**src/rtl/pc_fetch_pkg.sv**
```systemverilog
// Shared fetch-stage constants: ROM enable levels, valid flags, zero word and
// the default reset/exception vectors.
package pc_fetch_pkg;
    localparam logic        ROM_ENABLE   = 1'b1;
    localparam logic        ROM_DISABLE  = 1'b0;
    localparam logic        VALID        = 1'b1;
    localparam logic        INVALID      = 1'b0;
    localparam logic [31:0] ZERO_WORD    = 32'h0000_0000;
    localparam logic [31:0] PC_STEP      = 32'd4;
    localparam logic [31:0] DEF_RESET_PC = 32'h0000_0000;
    localparam logic [31:0] DEF_EXC_VEC  = 32'h0000_0050;

    function automatic logic [31:0] word_align(input logic [31:0] addr);
        return {addr[31:2], 2'b00};
    endfunction
endpackage

```
**src/rtl/if_id_reg.sv**
```systemverilog
// IF/ID pipeline register: holds on stall, otherwise captures the fetch,
// replacing the instruction with a bubble when squash is set.
module if_id_reg
    import pc_fetch_pkg::*;
(
    input  logic        clk,
    input  logic        rst,
    input  logic        stall,
    input  logic        squash,
    input  logic [31:0] pc,
    input  logic [31:0] inst,
    output logic [31:0] id_pc,
    output logic [31:0] id_inst,
    output logic        id_valid
);
    logic [31:0] id_pc_q, id_pc_d;
    logic [31:0] id_inst_q, id_inst_d;
    logic        id_valid_q, id_valid_d;

    always_comb begin
        id_pc_d    = id_pc_q;
        id_inst_d  = id_inst_q;
        id_valid_d = id_valid_q;
        if (!stall) begin
            id_pc_d = pc;
            if (squash) begin
                id_inst_d  = ZERO_WORD;
                id_valid_d = INVALID;
            end else begin
                id_inst_d  = inst;
                id_valid_d = VALID;
            end
        end
    end

    always_ff @(posedge clk or negedge rst) begin
        if (!rst) begin
            id_pc_q    <= ZERO_WORD;
            id_inst_q  <= ZERO_WORD;
            id_valid_q <= INVALID;
        end else begin
            id_pc_q    <= id_pc_d;
            id_inst_q  <= id_inst_d;
            id_valid_q <= id_valid_d;
        end
    end

    assign id_pc    = id_pc_q;
    assign id_inst  = id_inst_q;
    assign id_valid = id_valid_q;
endmodule

```
**src/rtl/pc_fetch.sv**
```systemverilog
// Instruction fetch stage: registered PC with flush > stall > jump > +4
// priority, feeding the ROM directly and an IF/ID register.
module pc_fetch
    import pc_fetch_pkg::*;
#(
    parameter logic [31:0] RESET_PC = DEF_RESET_PC,
    parameter logic [31:0] EXC_VEC  = DEF_EXC_VEC
) (
    input  logic        clk,
    input  logic        rst,
    input  logic        stall,
    input  logic        flush,
    input  logic [31:0] exc_pc,
    input  logic        jtype,
    input  logic [31:0] jaddr,
    output logic        ce,
    output logic [31:0] pc,
    input  logic [31:0] inst_in,
    output logic [31:0] id_pc,
    output logic [31:0] id_inst,
    output logic        id_valid
);
    localparam logic [31:0] PC_RST = {RESET_PC[31:2], 2'b00};

    logic        ce_q, ce_d;
    logic [31:0] pc_q, pc_d;
    logic        hold, squash;

    always_comb begin
        ce_d   = ROM_ENABLE;
        pc_d   = pc_q;
        hold   = 1'b1;
        squash = 1'b0;
        // The first enabled cycle only turns the ROM on; PC and IF/ID stay put.
        if (ce_q == ROM_DISABLE) begin
            pc_d = PC_RST;
        end else if (flush) begin
            pc_d   = (exc_pc != ZERO_WORD) ? word_align(exc_pc) : word_align(EXC_VEC);
            hold   = 1'b0;
            squash = 1'b1;
        end else if (stall) begin
            hold = 1'b1;
        end else if (jtype) begin
            pc_d   = word_align(jaddr);
            hold   = 1'b0;
            squash = 1'b1;
        end else begin
            pc_d = pc_q + PC_STEP;
            hold = 1'b0;
        end
    end

    always_ff @(posedge clk or negedge rst) begin
        if (!rst) begin
            ce_q <= ROM_DISABLE;
            pc_q <= PC_RST;
        end else begin
            ce_q <= ce_d;
            pc_q <= pc_d;
        end
    end

    assign ce = ce_q;
    assign pc = pc_q;

    if_id_reg u_if_id (
        .clk      (clk),
        .rst      (rst),
        .stall    (hold),
        .squash   (squash),
        .pc       (pc_q),
        .inst     (inst_in),
        .id_pc    (id_pc),
        .id_inst  (id_inst),
        .id_valid (id_valid)
    );
endmodule

```
**config.mk**
```make
export PLATFORM = sky130hd
export DESIGN_NAME = pc_fetch
export DESIGN_NICKNAME = d
export VERILOG_FILES = /design/src/rtl/pc_fetch_pkg.sv /design/src/rtl/if_id_reg.sv /design/src/rtl/pc_fetch.sv
export SDC_FILE = /design/constraint.sdc
export NUM_CORES = 1
export LEC_CHECK = 0
export CORE_MARGIN = 4
export CORE_UTILIZATION = 47
export DETAILED_ROUTE_END_ITERATION = 6
export PLACE_DENSITY = 0.86
export SKIP_CTS_REPAIR_TIMING = 1
export SLEW_MARGIN = 10
export SYNTH_ARGS = -nofsm -noshare
export SYNTH_HDL_FRONTEND = slang
export SYNTH_SLANG_ARGS = --single-unit
```
**constraint.sdc**
```tcl
create_clock -name clk -period 3.75 [get_ports clk]
set_input_delay 0.9375 -clock clk [delete_from_list [all_inputs] [get_ports clk]]
set_output_delay 0.9375 -clock clk [all_outputs]
set_load 0.01 [all_outputs]
```
==> summary.txt <==
Timing
  – RSZ-0062 raised after global routing: no
  – Worst Skew: 0.0136 ns
  – Hold violation total from the final report: 0
  – Final worst-path setup slack: 0.991 ns
  – Transition at the pin with the smallest max-transition slack: 0.754 ns
  – Count of endpoints failing setup in the final report: 0
  – Setup_tns: 0 ns
  – Time the worst path needs with I/O delays and setup: 2.76 ns
  – Fin crit share: 0.736
  – Slew margin rel.: 0.497
  – Final number of max-transition violations: 0
  – Fmax: 362 MHz

Finish
  – Storage cell area: 0.00235 mm2
  – Post-Layout Inst Area: 0.00729 mm2
  – Number of antenna repair diodes: 0
  – Area used by multi-input combinational logic: 0.00242 mm2
  – Number of fill cells: 789
  – Net count of the finished layout: 885
  – Synthesis-to-finish area growth: 47.4%
  – Share of final-layout standard cells stronger than drive strength 1: 0.0520
  – Non-filler instance count after layout: 924

Logic synthesis
  – Adder and majority gate portion of the synthesized area: 0.00253
  – Largest family of logic cells by synthesized area: simple AND/OR/NAND/NOR gates
  – Synth Area in Compound Gates: 0.158
  – Synth area leaders: dfrtp_1, nand2_1, nand3_1, o21ai_0, clkbuf_1
  – Multiplexer share of the synthesized area: 0.00809
  – XOR/XNOR Fraction of Synth Area: 0.00885
  – Sequential area share after synthesis: 0.475
  – Share of synthesized cell area in and, or, nand and nor gates: 0.307
  – Ys flop type: dfrtp_1
  – Area of the mapped netlist: 0.00495 mm2
  – Post-Synthesis Mean Instance Area: 8.21 um2
  – Cell count after synthesis: 603
  – Number of distinct library cells after synthesis: 55
  – Largest area contributor in the synthesized netlist: dfrtp_1
  – Seq cells post-synth: 94
  – Async SR Flop Fraction: 1.00
  – Count of warnings emitted by yosys: 0
  – Number of flops mapped to enable cells by yosys: 0
  – Proportion of netlist area held by the largest area contributor: 0.475

Place
  – Worst slack at placement: 0.805 ns
  – DP Wirelength: 12500 um
  – IO buf count: 192
  – RePlAce Congestion: 0.925
  – Placed Instance Area: 0.00702 mm2
  – Dpl cells: 908

Die
  – Top-Level Pins: 199
  – Die X-Extent: 111 um
  – Die outline height: 111 um
  – Placeable Area: 0.0103 mm2
  – Initial cell density of the core: 0.482
  – Row Count: 37
  – Overall die area: 0.0122 mm2

Clock network
  – Cell at the root of the clock tree: clkbuf_8
  – Number of buffers inserted during clock tree synthesis: 9
  – CTS Sinks: 94
  – CTS tree: done
  – Clock input transition at the sequential cells of the worst setup and hold paths: 0.10 ns
  – Clk Latency, worst-skew pair: 0.36 ns
  – Clock Tree Buf Depth: 2
  – Max H-tree Level: 3

GRT
  – Gr ovfl total: 0
  – Wire length of the first global-routing pass: 27800 um
  – Overall routing resource usage: 0.273
  – Initial antenna violation count: 0
  – Maximum number of pins on one net before global-route repair: 58
  – Number of global-route vias before repair: 5439

Critical path
  – Source of the critical timing path: ce$_DFF_PN0_
  – Largest driver fanout on the critical path: 22
  – Critical path startpoint category: flop
  – Crit Reg-Reg Startpoint: pc[2]$_DFFE_PN0P_
  – Cell breakdown of the critical path: clkdlybuf4s50_1
  – Cell family with most CP delay: flip-flops
  – Highest-delay cell along the critical path: dfrtp_1
  – WP buf/inv: 1
  – Required time worst endpoint: 2.81 ns
  – Biggest cell delay along the critical path: 0.79 ns
  – Startpoint-to-endpoint class of the critical path: reg -> out
  – Data arrival time of the worst path: 1.82 ns
  – Type of destination of the critical path: output pin

Run status
  – Result of the run: completed

Routing
  – Avg Vias per Cell: 5.92
  – Overall via count from detail_route: 5470
  – Drt initial violations: 773
  – Residual antenna-violating net count after detailed routing: 0
  – Wirelength, routed: 16900 um
  – DRC violations left: 0
  – Length of the first detailed-routing pass in iterations: 6
  – Wire length per cell: 18.3 um

Pwr
  – Reported leakage power: 3.22 nW
  – Worst vdd ir: 0.205 mV
  – Power Density: 368 mW/mm2

Job
  – Number of max-cap violations: 0

Hold path
  – Beginning of the worst hold path: u_if_id.id_inst[23]$_DFFE_PN0N_
  – Min-delay worst type: reg -> reg
==> worst paths after layout <==
path                                                        end  slack (ns)  cells past startpoint
max in group asynchronous       u_if_id.id_inst[20]$_DFFE_PN0N_        2.33                      2
worst max register to register               pc[26]$_DFFE_PN0P_        1.33                      6
worst min-delay path            u_if_id.id_inst[23]$_DFFE_PN0N_        0.47                      2
worst max-delay path                                         ce        0.99                      1
min in group asynchronous       u_if_id.id_inst[13]$_DFFE_PN0N_        0.63                      1
worst min register to register  u_if_id.id_inst[23]$_DFFE_PN0N_        0.47                      2
==> per-stage QoR <==
| stage | utilization | total power, mW | hold slack, ns |
|---|---|---|---|
| 2_1_floorplan | - | 1.40 | 0.507 |
| 3_3_place_gp | 0.683 | 1.77 | 0.449 |
| 3_5_place_dp | 0.683 | 1.79 | 0.456 |
| 4_1_cts | 0.710 | 2.69 | 0.477 |
| 5_1_grt | 0.710 | 2.80 | 0.496 |
| 6_report | 0.710 | 2.68 | 0.474 |
==> layer usage <==
metal | global-route usage | wire [um] | vias to the layer above
met5 | 0 | 0 | -
met4 | 0.0969 | 586 | 0
met3 | 0.0515 | 1500 | 57
met2 | 0.450 | 8010 | 356
met1 | 0.360 | 6830 | 2588
li1 | - | - | 2469
==> registers in the layout (all words and copies together) (netlist names) <==
| register | flops |
|---|---|
| u_if_id.id_inst | 32 |
| u_if_id.id_pc | 30 |
| pc | 30 |
| ce | 1 |
| u_if_id.id_valid | 1 |
==> cells by family after synthesis <==
| kind of cell | after synthesis |
|---|---|
| and+or+nand+nor | 332 |
| adders and majority gates | 1 |
| muxes | 4 |
| DFF | 94 |
| other | 2 |
| AOI/OAI and AO/OA | 118 |
| xor gates and xnor gates | 5 |
| buffers and inverters | 47 |
==> cells in the final DEF, fill, tap and decap left out, types with 8 or more instances in the layout <==
cell type / instances
a21oi_1: 14
a22oi_1: 8
buf_4: 17
clkbuf_8: 10
clkdlybuf4s50_1: 191
dfrtp_1: 94
nand2_1: 193
nand3_1: 45
nand4_1: 11
nor2_1: 25
nor4_1: 13
o211ai_1: 14
o21ai_0: 35
==> synth_stat cells, types with 3 or more instances <==
library cell and instances:
inv_1 4, dfrtp_1 94, clkbuf_1 32, nor3b_1 3
nor3_1 7, nand4_1 11, o22ai_1 3, nand3_1 45
o21ai_0 35, nor2b_1 4, a21oi_1 14, o211ai_1 14
nand2b_1 7, and3_1 4, buf_4 4, and4_1 4
a22o_1 6, a31oi_1 6, mux2i_1 4, nor2_1 26
nor4_1 13, buf_1 6, o221ai_1 3, and2_1 5
o31ai_1 5, xnor2_1 3, a22oi_1 8, o311ai_0 5
nand2_1 194
==> power breakdown <==
part           switching, mW  internal, mW  total [mW]
sequential            0.0878          1.10        1.18
clock                  0.378         0.534       0.912
combinational          0.271         0.315       0.586
==> layout make-up <==
cell class              count  area share
inverters                   4     0.00206
flip-flops and latches     94       0.322
clock buffers              10      0.0189
repair buffers            209       0.282
multi-input cells         465       0.332
clock inverters             6      0.0189
well taps                 136      0.0233
Note: power is estimated with default switching activity, not from simulation.
